<file path="config.mk">
export PLATFORM = sky130hd
export DESIGN_NAME = keypad_scan_ctrl
export DESIGN_NICKNAME = d
export VERILOG_FILES = /design/src/rtl/keypad_scan_ctrl.sv
export SDC_FILE = /design/constraint.sdc
export NUM_CORES = 1
export LEC_CHECK = 0
export ABC_AREA = 1
export BUFFER_PORTS_ARGS = -buffer_cell sky130_fd_sc_hd__buf_4
export CAP_MARGIN = 20
export CELL_PAD_IN_SITES_DETAIL_PLACEMENT = 2
export CELL_PAD_IN_SITES_GLOBAL_PLACEMENT = 2
export CORE_ASPECT_RATIO = 0.5
export CORE_UTILIZATION = 25
export DETAILED_ROUTE_END_ITERATION = 10
export PLACE_DENSITY = 0.61
export SYNTH_ARGS = -nofsm -noshare
export SYNTH_HDL_FRONTEND = slang
export SYNTH_SLANG_ARGS = --single-unit
export TNS_END_PERCENT = 5
</file>
<file path="constraint.sdc">
create_clock -name clk -period 2.9 [get_ports clk]
set_clock_uncertainty 0.05 [all_clocks]
set_input_delay 0.29 -clock clk [delete_from_list [all_inputs] [get_ports clk]]
set_output_delay 0.29 -clock clk [all_outputs]
set_load 0.01 [all_outputs]
</file>
<file path="src/rtl/keypad_scan_ctrl.sv">
// 4x4 matrix keypad scanner with press/release debounce feeding a two-digit
// shift display (new key enters on the right, previous right digit moves left).
//
// state    | meaning
// ---------+-----------------------------------------------------------
// SCAN     | rotate the low column, look for a single low row
// PRESS_DB | column frozen, waiting for the latched row to stay stable
// HELD     | key accepted, waiting for all rows to go high
// REL_DB   | all rows high, waiting for the release to stay stable
module keypad_scan_ctrl #(
  parameter int SCAN_COUNT     = 2400,
  parameter int DEBOUNCE_COUNT = 120000
) (
  input  logic       clk,
  input  logic       reset,
  input  logic [3:0] rows,
  output logic [3:0] cols,
  output logic [3:0] digit_left,
  output logic [3:0] digit_right,
  output logic       key_valid,
  output logic [3:0] key_code
);

  localparam int SW = $clog2(SCAN_COUNT);
  localparam int DW = (DEBOUNCE_COUNT > 2) ? $clog2(DEBOUNCE_COUNT) : 1;

  localparam logic [SW-1:0] SCAN_LAST   = SW'(SCAN_COUNT - 1);
  localparam logic [SW-1:0] SCAN_SETTLE = SW'(3);
  localparam logic [DW-1:0] DB_LAST     = DW'(DEBOUNCE_COUNT - 1);

  typedef enum logic [1:0] {
    SCAN     = 2'd0,
    PRESS_DB = 2'd1,
    HELD     = 2'd2,
    REL_DB   = 2'd3
  } state_t;

  state_t        state_q, state_d;
  logic [3:0]    rows_meta_q, rows_meta_d;
  logic [3:0]    rows_s_q, rows_s_d;
  logic [SW-1:0] scan_cnt_q, scan_cnt_d;
  logic [DW-1:0] db_cnt_q, db_cnt_d;
  logic [1:0]    col_idx_q, col_idx_d;
  logic [3:0]    row_lat_q, row_lat_d;
  logic [3:0]    digit_left_q, digit_left_d;
  logic [3:0]    digit_right_q, digit_right_d;
  logic [3:0]    key_code_q, key_code_d;
  logic          key_valid_q, key_valid_d;

  logic [3:0]    key_decoded;

  function automatic logic single_low(input logic [3:0] pat);
    return (pat == 4'b1110) || (pat == 4'b1101) ||
           (pat == 4'b1011) || (pat == 4'b0111);
  endfunction

  function automatic logic [3:0] decode_key(input logic [3:0] row_pat,
                                            input logic [1:0] col);
    logic [1:0] r;
    logic [3:0] code;
    r = 2'd0;
    case (row_pat)
      4'b1101: r = 2'd1;
      4'b1011: r = 2'd2;
      4'b0111: r = 2'd3;
      default: r = 2'd0;
    endcase
    case ({r, col})
      4'h0: code = 4'h1;
      4'h1: code = 4'h2;
      4'h2: code = 4'h3;
      4'h3: code = 4'hA;
      4'h4: code = 4'h4;
      4'h5: code = 4'h5;
      4'h6: code = 4'h6;
      4'h7: code = 4'hB;
      4'h8: code = 4'h7;
      4'h9: code = 4'h8;
      4'hA: code = 4'h9;
      4'hB: code = 4'hC;
      4'hC: code = 4'hE;
      4'hD: code = 4'h0;
      4'hE: code = 4'hF;
      default: code = 4'hD;
    endcase
    return code;
  endfunction

  assign key_decoded = decode_key(row_lat_q, col_idx_q);

  always_comb begin
    state_d       = state_q;
    rows_meta_d   = rows;
    rows_s_d      = rows_meta_q;
    scan_cnt_d    = scan_cnt_q;
    db_cnt_d      = db_cnt_q;
    col_idx_d     = col_idx_q;
    row_lat_d     = row_lat_q;
    digit_left_d  = digit_left_q;
    digit_right_d = digit_right_q;
    key_code_d    = key_code_q;
    key_valid_d   = 1'b0;

    case (state_q)
      SCAN: begin
        // The first cycles of a column see stale rows through the synchronizer
        if (scan_cnt_q >= SCAN_SETTLE && single_low(rows_s_q)) begin
          row_lat_d = rows_s_q;
          db_cnt_d  = '0;
          state_d   = PRESS_DB;
        end else if (scan_cnt_q == SCAN_LAST) begin
          scan_cnt_d = '0;
          col_idx_d  = col_idx_q + 2'd1;
        end else begin
          scan_cnt_d = scan_cnt_q + 1'b1;
        end
      end

      PRESS_DB: begin
        if (rows_s_q == row_lat_q) begin
          if (db_cnt_q == DB_LAST) begin
            digit_left_d  = digit_right_q;
            digit_right_d = key_decoded;
            key_code_d    = key_decoded;
            key_valid_d   = 1'b1;
            state_d       = HELD;
          end else begin
            db_cnt_d = db_cnt_q + 1'b1;
          end
        end else begin
          scan_cnt_d = '0;
          state_d    = SCAN;
        end
      end

      HELD: begin
        if (rows_s_q == 4'b1111) begin
          db_cnt_d = '0;
          state_d  = REL_DB;
        end
      end

      REL_DB: begin
        if (rows_s_q == 4'b1111) begin
          if (db_cnt_q == DB_LAST) begin
            scan_cnt_d = '0;
            col_idx_d  = col_idx_q + 2'd1;
            state_d    = SCAN;
          end else begin
            db_cnt_d = db_cnt_q + 1'b1;
          end
        end else begin
          state_d = HELD;
        end
      end

      default: state_d = SCAN;
    endcase
  end

  always_ff @(posedge clk) begin
    if (!reset) begin
      state_q       <= SCAN;
      rows_meta_q   <= 4'b1111;
      rows_s_q      <= 4'b1111;
      scan_cnt_q    <= '0;
      db_cnt_q      <= '0;
      col_idx_q     <= 2'd0;
      row_lat_q     <= 4'b1111;
      digit_left_q  <= 4'h0;
      digit_right_q <= 4'h0;
      key_code_q    <= 4'h0;
      key_valid_q   <= 1'b0;
    end else begin
      state_q       <= state_d;
      rows_meta_q   <= rows_meta_d;
      rows_s_q      <= rows_s_d;
      scan_cnt_q    <= scan_cnt_d;
      db_cnt_q      <= db_cnt_d;
      col_idx_q     <= col_idx_d;
      row_lat_q     <= row_lat_d;
      digit_left_q  <= digit_left_d;
      digit_right_q <= digit_right_d;
      key_code_q    <= key_code_d;
      key_valid_q   <= key_valid_d;
    end
  end

  assign cols        = ~(4'b0001 << col_idx_q);
  assign digit_left  = digit_left_q;
  assign digit_right = digit_right_q;
  assign key_code    = key_code_q;
  assign key_valid   = key_valid_q;

endmodule

</file>
* Word-level counts from Yosys, hierarchy flattened
Memory sizes are Yosys's and may differ from the RTL's. A register that Yosys moved wholly into a read port is not among the register bits. Cells that the tools add are included.
Word-level totals: bits in read-only memories 64, flip-flop bits (word level) 50, memories 1, output and inout port bits 17, logic and storage cells 81, input port bits 6
Operators by class: bitwise operators 1, add/subtract/negate cells 3, reduce and logical (&&, ||, !) cells 15, order comparisons 1, muxes and demuxes 26, shifts and indexed selects 1, eq/ne operators 24
Memory list:
- (no name shown) | words 16, width 4, rd ports 1, clocked after Yosys merged registers in 1, wr ports 0, RTL line 68 | case ({r, col})
Operators with widths (count):
- 17-bit 2-to-1 mux | 5
- 17-bit one-hot mux with 4 select lines | 1
- 12-bit 2-to-1 mux | 5
- 12-bit one-hot mux with 3 select lines | 1
- 4-bit equality test (second input constant) | 6
- 2-bit 2-to-1 mux | 10
- 17-bit by 1-bit adder with 17-bit output (second input constant) | 1
- 17-bit equality test (second input constant) | 1
- 2-bit inequality test (second input constant) | 8
- 12-bit by 1-bit adder with 12-bit output (second input constant) | 1
- 12-bit equality test (second input constant) | 1
- 12-bit by 2-bit greater-or-equal comparator with 1-bit output (second input constant) | 1
- 5-bit AND reduction | 2
- 4-bit by 3-bit equality test with 1-bit output (second input constant) | 2
- 2-bit one-hot mux with 4 select lines | 1
- 4-bit AND reduction | 2
- 3-bit inequality test (second input constant) | 2
- 2-bit one-hot mux with 3 select lines | 1
- 3-bit AND reduction | 2
- 2-bit equality test (second input constant) | 2
- 4-bit equality test | 1
- 4-bit NOT | 1
- 2-bit one-hot mux with 2 select lines | 1
- 1-bit by 2-bit << shifter with 4-bit output (first input constant) | 1
- 10 further kinds | 12

* Longest topological paths before layout
Gate-level depths: netlist of the first run.
word-level depth 7, gate-level depth with buffers 13, depth with buffers taken out 11

* Worst setup path after synthesis of the first run
No wires, ideal clock.
kind reg-to-reg, from register db_cnt_q[0], to register scan_cnt_q[10], buffers on the path 1, setup slack 1.245 ns, required time 2.717 ns, clock period less this slack 1.655 ns, cell stages (with the launch flop) 10, library setup time 0.133 ns, data arrival time 1.472 ns, cells stage by stage dfxtp_1 -> ha_1 -> nand3_4 -> nor2_4 -> nand3_4 -> o21ai_4 -> nand2_2 -> buf_6 -> nand2_1 -> a21oi_2
On the way: cells in the longest elaborated chain, start to end 3
Ends and longest elaborated chain:
- start, declared | RTL line 42 | logic [DW-1:0] db_cnt_q, db_cnt_d;
- start signal, assigned | RTL line 179 | db_cnt_q <= db_cnt_d;
- 17-bit equality test | RTL line 145 | if (db_cnt_q == DB_LAST) begin
- 2-bit inequality test (no line)
- 5-bit AND reduction (no line)
- end signal, assigned | RTL line 178 | scan_cnt_q <= scan_cnt_d;
- end, declared | RTL line 41 | logic [SW-1:0] scan_cnt_q, scan_cnt_d;
Every way passes these cells. A chain may end at the register's enable or synchronous reset.

* Final worst setup path of the first run
from register state_q[0], to register key_code_q[1], in the netlist key_code[1]
On the way: cells in the longest elaborated chain, start to end 2
Ends and longest elaborated chain:
- start, declared | RTL line 38 | state_t state_q, state_d;
- start signal, assigned | RTL line 175 | state_q <= state_d;
- 2-bit by 1-bit equality test with 1-bit output | RTL line 104 | case (state_q)
- 3-bit AND reduction (no line)
- end signal, assigned | RTL line 184 | key_code_q <= key_code_d;
- end, declared | RTL line 47 | logic [3:0] key_code_q, key_code_d;
Every way passes these cells.

==> metrics.md, run 1 <==
| Metric | Value |
|---|---|
| Mux cell area share after synthesis | 0% |
| Synth top cells by count | nand2_1, nor2_1, dfxtp_1 |
| Synth Flop Type | dfxtp_1 |
| Total grt overflow | 0 |
| First-pass DRT Iterations | 4 |
| Initial antenna violation count | 0 |
| GPL Wtd Cong | 0.7819 |
| Reg area | 0.001081 mm² |
| # IOs | 23 |
| Fin nets | 550 |
| WP data arrival | 2.30 ns |
| Area grow syn2layout | 10.38% |
| Tmin final | 2.161 ns |
| Reg-to-reg endpoint | key_code[1] |
| Tcrit/Tclk final | 74.53% |
| RSZ-0062 raised after global routing | no |
| Top-count cell post-synth | nand2_1 |
| Number of antenna-violating nets in the routed design | 0 |
| FILL cells | 1693 |
| Worst Path Required | 3.03 ns |
| Top Family by Delay on Critical Path | flip-flops |
| Max-slew violation count | 0 |
| Total core area | 0.01374 mm² |
| Routed wire length | 10440 µm |
| Pleak | 1.537 nW |
| CTS hold repair buffers | 0 |
| Clock Power Share | 27.3% |
| Synth Area in Compound Gates | 10.48% |
| Least-Margin Pin Slew | 0.6221 ns |
| Worst-case clock buffer depth | 2 |
| Critical path class | reg -> reg |
| FP Rows | 30 |
| Proportion of layout cells with a drive suffix above 1 | 16.39% |
| CTS buffer count | 5 |
| Remaining DRCs | 0 |
| Hold path start | rows[2] |
| Slew margin rel. | 58.47% |
| Avg WL per Cell | 14.32 µm |
| EDFF count, synth | 0 |
| R2R Setup Slk | 0.74 ns |
| Synth Area in Simple Gates | 43.06% |
| Antenna Cells | 0 |
| Final Power | 0.002233 W |
| CP Buf/Inv Count | 2 |
| Layout Utilization | 28.67% |
| Sw frac | 40.55% |
| Comb pwr share | 33.8% |
| Net Switching | 0.0009052 W |
| Critical path fanouts, max | 18 |
| Via count | 3258 |
| CTS Sinks | 54 |
| H-tree Lvls | 2 |
| Synth Warn # | 0 |
| P_int | 0.001327 W |
| Post-CTS sizing | 0 |
| Max IR drop VDD | 0.2983 mV |
| Footprint of the multi-input gates | 0.002072 mm² |
| CTS root buf | clkbuf_16 |
| Largest family of logic cells by synthesized area | simple AND/OR/NAND/NOR gates |
| FMAX | 462.7 MHz |
| Synthesized area per cell | 6.771 µm² |
| Die area | 0.01478 mm² |
| Initial Utilization | 25.97% |
| Critical path startpoint category | flop |
| Part of the power in registers | 38.9% |
| Gate Count Post-Synth | 527 |
| Synth top area cells | dfxtp_1, nand2_1, nor2_1 |
| 1st-iter DRT viols | 117 |
| Die height | 86.48 µm |
| PwrDens | 566.8 mW/mm² |
| Post-synthesis register bit count | 54 |
| Port Buffers | 22 |
| Die Width | 171.0 µm |
| Post-DP HPWL | 8019 µm |
| Largest stage delay, worst path | 0.72 ns |
| First-pass GRT wire length | 17660 µm |
| Post-Syn Area | 0.003568 mm² |
| Vias per inst | 4.469 |
| Adder-cell share of the synthesized area | 2.805% |
| FF-to-FF Start | state_q[0] |
| Worst-Skew Late Latency | 0.29 ns |
| Yosys top cell by area | dfxtp_1 |
| Worst R2R Path Depth | 7 |
| Post-synthesis xor/xnor area fraction | 1.718% |
| Distinct cells, synth | 41 |
| Final hold vios | 0 |
| Asr flop ratio synth | 0% |
| Crit-path cells | inv_4 > nor2_1 > nand3_1 > inv_1 > nand3_1 > a21oi_1 > a21oi_1 |
| Max-cap violations | 0 |
| Slowest cell on crit path | dfxtp_1 |
| Status | finished clean |
| Endpoint class of the critical path | flop |
| CP Capture Point | key_code[1] |
| Yosys top cell area share | 30.29% |
| Vias in the first global route | 3340 |
| CP startpoint | state_q[0] |
| Clock transition at path regs | 0.08 ns |
| Setup violators final | 0 |
| Syn nets | 541 |
| Setup_tns | 0 ns |
| Total track usage | 15.22% |
| Critical path depth | 7 |
| Setup Buffers After CTS | 0 |
| CTS tree | yes |
| Post-synthesis sequential area ratio | 30.29% |
| Largest net degree at the start of global routing | 41 |
| Hold crit path type | in -> reg |
state kept, by name (all words and copies together) (netlist names), 4 cells and up:
register / flops
rows_meta_q: 4
scan_cnt_q: 12
key_code: 4
row_lat_q: 4
digit_left: 4
rows_s_q: 4
db_cnt_q: 17
cells in the final DEF, fill, tap and decap left out, types with 9 or more instances in the layout:
master,instances
o21ai_0,13
a21oi_1,25
nor2_1,80
a21oi_2,9
buf_4,25
inv_1,49
nand3_2,11
nand3_1,42
dfxtp_1,54
nor3_1,9
nand2_1,131
or2_2,9
nand4_1,12
worst min path at each step:
stage,to,slack (ns),depth (start not counted)
6_report,rows_meta_q[2],0.13,2
5_1_grt,rows_meta_q[2],0.12,2
4_1_cts,rows_meta_q[2],0.12,2
3_5_place_dp,rows_s_q[2],0.35,1
3_3_place_gp,rows_s_q[3],0.35,1
2_1_floorplan,rows_s_q[0],0.34,1
metal layers:
metal / track usage [%] / vias to the layer above / share of wire, %
met2: 22.99 / 12 / 40
met1: 22.87 / 1543 / 58
met4: 1.948 / 0 / 0.43
met3: 2.603 / 4 / 1.6
met5: 0 / - / 0
li1: - / 1699 / -
metrics by stage:
stage / cell area [µm²] / setup slack (ns) / hold WS [ns] / cells
floorplan: 3568 / 1.245 / 0.3425 / 527
global placement: 3794 / 0.7787 / 0.3455 / 721
detailed placement: 3794 / 0.6949 / 0.3510 / 721
CTS: 3939 / 0.6899 / 0.1213 / 729
global route: 3939 / 0.4269 / 0.1211 / 729
finish: 3939 / 0.7387 / 0.1283 / 729
power groups by stage:
stage	logic, W	registers (W)	clock network [W]
after detailed placement	0.000773	0.000887	0
after floorplan	0.000683	0.000848	0
after global placement	0.000759	0.000887	0
after CTS	0.000775	0.000870	0.000637
after global routing	0.000864	0.000881	0.000670
final	0.000754	0.000868	0.000610
cell type report:
class | instances | share of cell area, %
multi-input combinational | 394 | 52.60
sequential | 54 | 27.45
tap | 192 | 6.099
inverter | 56 | 5.400
timing repair buffer | 25 | 4.765
clock buffer | 6 | 3.272
clock inverter | 2 | 0.4130
worst register-to-register path, cell delays in order (launching register included):
cell and delay, ns:
dfxtp_1 0.72, inv_4 0.21, nor2_1 0.20, nand3_1 0.18
inv_1 0.13, nand3_1 0.26, a21oi_1 0.22, a21oi_1 0.09
cells by family after synthesis:
group | count (synthesis)
AOI/OAI and AO/OA | 60
xor gates and xnor gates | 7
adders and majority gates | 8
buffers and inverters | 79
DFF | 54
and+or+nand+nor | 319
(Power assumes the default switching activity.)
==> inputs of run 2 (changes only) <==
--- a/config.mk
+++ b/config.mk
@@ -5,7 +5,7 @@
 export SDC_FILE = /design/constraint.sdc
 export NUM_CORES = 1
 export LEC_CHECK = 0
-export ABC_AREA = 1
+export ABC_AREA = 0
 export BUFFER_PORTS_ARGS = -buffer_cell sky130_fd_sc_hd__buf_4
 export CAP_MARGIN = 20
 export CELL_PAD_IN_SITES_DETAIL_PLACEMENT = 2
@@ -13,7 +13,7 @@
 export CORE_ASPECT_RATIO = 0.5
 export CORE_UTILIZATION = 25
 export DETAILED_ROUTE_END_ITERATION = 10
-export PLACE_DENSITY = 0.61
+export PLACE_DENSITY = 0.6
 export SYNTH_ARGS = -nofsm -noshare
 export SYNTH_HDL_FRONTEND = slang
 export SYNTH_SLANG_ARGS = --single-unit
==> constraint.sdc (replaced) <==
create_clock -name clk -period 1.9 [get_ports clk]
set_clock_uncertainty 0.05 [all_clocks]
set_input_delay 0.19 -clock clk [delete_from_list [all_inputs] [get_ports clk]]
set_output_delay 0.19 -clock clk [all_outputs]
set_load 0.01 [all_outputs]
==> run 2 against run 1 <==
Against the previous run: the flow now finishes with violations (negative setup slack); first-iteration DRC count decreased by 58%; non-clock buffer count increased by 65; via count decreased by 15%; design area decreased by 0.29%; critical path type unchanged; critical endpoint is now digit_left[3].
==> metrics.md, run 2 <==
| Metric | Value |
|---|---|
| Status | finished with violations |
| Failing checks | negative setup slack |
| Post-DP HPWL | 7063 µm |
| Max IR drop VDD | 0.4041 mV |
| Die area | 0.01157 mm² |
| Post-Syn Area | 0.002780 mm² |
| DR top layer | met4 |
| Synth top area cells | dfxtp_1, nand2_1, a21oi_1 |
| Remaining DRCs | 0 |
| Distinct cells, synth | 52 |
| Tcrit/Tclk final | 106.0% |
| # IOs | 23 |
| Yosys top cell area share | 38.88% |
| FILL cells | 1148 |
| Endpoint class of the critical path | flop |
| Post-synthesis sequential area ratio | 38.88% |
| Fin nets | 415 |
| Total grt overflow | 0 |
| Die Width | 151.1 µm |
| P_int | 0.002183 W |
| FMAX | 496.4 MHz |
| Post-DP Area | 0.003577 mm² |
| Critical path startpoint category | flop |
| Antenna Cells | 0 |
| Initial antenna violation count | 0 |
| Largest register FFs | 17 |
| CTS hold repair buffers | 0 |
| Yosys top cell by area | dfxtp_1 |
| Min-Delay Endpoint | rows_meta_q[1] |
| Pleak | 1.626 nW |
| Worst-Skew Late Latency | 0.30 ns |
| Placed insts | 529 |
| Critical path class | reg -> reg |
| Largest net degree at the start of global routing | 21 |
| Max-slew violation count | 0 |
| Synthesized area per cell | 8.743 µm² |
| Net Switching | 0.0009292 W |
| Proportion of layout cells with a drive suffix above 1 | 34.08% |
| Worst R2R Path Depth | 9 |
| EDFF count, synth | 0 |
| Least-Margin Pin Slew | 0.3893 ns |
| Setup violators final | 29 |
| Die height | 76.57 µm |
| Vias in the first global route | 3117 |
| CTS Sinks | 54 |
| PwrDens | 792.4 mW/mm² |
| Comb pwr share | 26.4% |
| Initial Utilization | 26.46% |
| Part of the power in registers | 39.4% |
| Worst-case clock buffer depth | 2 |
| Total core area | 0.01051 mm² |
| Gate Count Post-Synth | 318 |
| Layout Cells excl Fill | 542 |
| Synth top cells by count | dfxtp_1, nand2_1, a21oi_1 |
| Final WS setup | -0.1146 ns |
| Commonest non-fill, non-tap cell in the layout | buf_4 |
| Final Power | 0.003112 W |
| Critical path fanouts, max | 14 |
| Reg-to-reg endpoint | digit_left[3] |
| Synth Flop Type | dfxtp_1 |
| DRT met1 WL | 4667 µm |
| Hold crit path type | in -> reg |
| Routed wire length | 9888 µm |
| FF-to-FF Start | db_cnt_q[13] |
| R2R Setup Slk | -0.11 ns |
| Asr flop ratio synth | 0% |
| Hold path depth | 2 |
| Hold slack | 0.02266 ns |
| CTS root buf | clkbuf_16 |
| Worst Path Required | 2.04 ns |
| FP Rows | 26 |
| CTS tree | yes |
| Max-cap violations | 0 |
| GPL Wtd Cong | 0.7934 |
| Area grow syn2layout | 41.27% |
| Final hold vios | 0 |
| Hold path start | rows[1] |
| Synth Warn # | 0 |
| Tmin final | 2.015 ns |
| Clock transition at path regs | 0.07 ns |
| 1st-iter DRT viols | 49 |
| H-tree Lvls | 2 |
| Slew margin rel. | 73.38% |
| Number of antenna-violating nets in the routed design | 0 |
| Met2 wire len | 4924 µm |
| WP data arrival | 2.16 ns |
| Vias per inst | 5.100 |
| First-pass DRT Iterations | 4 |
| Top-count cell post-synth | dfxtp_1 |
| Avg WL per Cell | 18.24 µm |
| Regs by FF count | db_cnt_q: 17 flops, scan_cnt_q: 12 flops |
| Design Area, Final | 0.003928 mm² |
| Sw frac | 29.86% |
| RSZ-0062 raised after global routing | yes |
| Clock Power Share | 34.2% |
| Port Buffers | 22 |
| CTS buffer count | 5 |
| WL met3 | 180 µm |
| Post-synthesis register bit count | 54 |
| First-pass GRT wire length | 16370 µm |
| Syn nets | 332 |
| Commonest cells after routing, fill and taps aside | buf_4, dfxtp_1, nand2_1 |
| Largest Register | db_cnt_q |
| Layout Utilization | 37.38% |
| Total track usage | 18.30% |
| Via count | 2764 |
-- run 2: worst max path at each step --
| stage | start | cells after the start | endpoint | slack (ns) |
|---|---|---|---|---|
| floorplan | db_cnt_q[0] | 9 | db_cnt_q[1] | -0.03 |
| global placement | row_lat_q[1] | 8 | db_cnt_q[10] | -0.17 |
| detailed placement | row_lat_q[2] | 8 | scan_cnt_q[10] | -0.30 |
| CTS | rows_s_q[3] | 7 | db_cnt_q[12] | -0.11 |
| global route | db_cnt_q[13] | 9 | digit_left[0] | -0.20 |
| finish | db_cnt_q[13] | 9 | digit_left[3] | -0.11 |
-- run 2: area by class of cell --
type                    instances  area (µm²)  share of cell area, %
flip-flops and latches         54        1092                  27.81
clock inverters                 1       30.03                 0.7646
inverters                      11       41.29                  1.051
multi-input cells             239        1755                  44.70
repair buffers                 90       700.7                  17.84
clock buffers                   7       132.6                  3.377
well taps                     140       175.2                  4.460
-- run 2: what timing repair did --
item                                    CTS  global route
cloned                                    2             0
setup buffers                             2             2
endpoints found under the setup margin   38            43
pin swaps                                20            17
resized for setup                        28            11
-- run 2: stage by stage --
| step | setup WS (ns) | setup TNS, ns |
|---|---|---|
| after CTS | -0.1060 | -1.505 |
| after global routing | -0.1964 | -4.937 |
| after floorplan | -0.02610 | -0.1168 |
| final | -0.1146 | -1.889 |
| after detailed placement | -0.3008 | -5.714 |
| after global placement | -0.1691 | -2.569 |
-- run 2: cell families after synthesis --
kind of cell    synth area share [%]
buf+inv                        4.636
simple gates                   28.35
flops                          38.88
xor+xnor                       2.520
mux                            3.601
fa+ha+maj                      3.601
compound gates                 18.41
-- run 2: power groups by stage --
| stage | registers, W | clock network [W] | logic, W |
|---|---|---|---|
| after global routing | 0.00124 | 0.00113 | 0.000896 |
| final | 0.00123 | 0.00106 | 0.000823 |
| after global placement | 0.00125 | 0 | 0.000701 |
| after detailed placement | 0.00125 | 0 | 0.000744 |
| after CTS | 0.00123 | 0.00110 | 0.000791 |
| after floorplan | 0.00125 | 0 | 0.000398 |
-- run 2: layer usage --
layer,global-route usage [%],vias to the layer above
met4,5.200,0
met5,0,-
met1,22.58,1403
li1,-,1328
met2,32.16,21
met3,3.413,12
-- run 2: critical path: stages (launching register included) --
cell	delay, ns
dfxtp_2	0.36
buf_4	0.14
and4b_1	0.30
and4_4	0.27
nand2_4	0.09
buf_4	0.17
nor2_4	0.11
buf_12	0.16
mux2i_1	0.20
nor2b_1	0.06
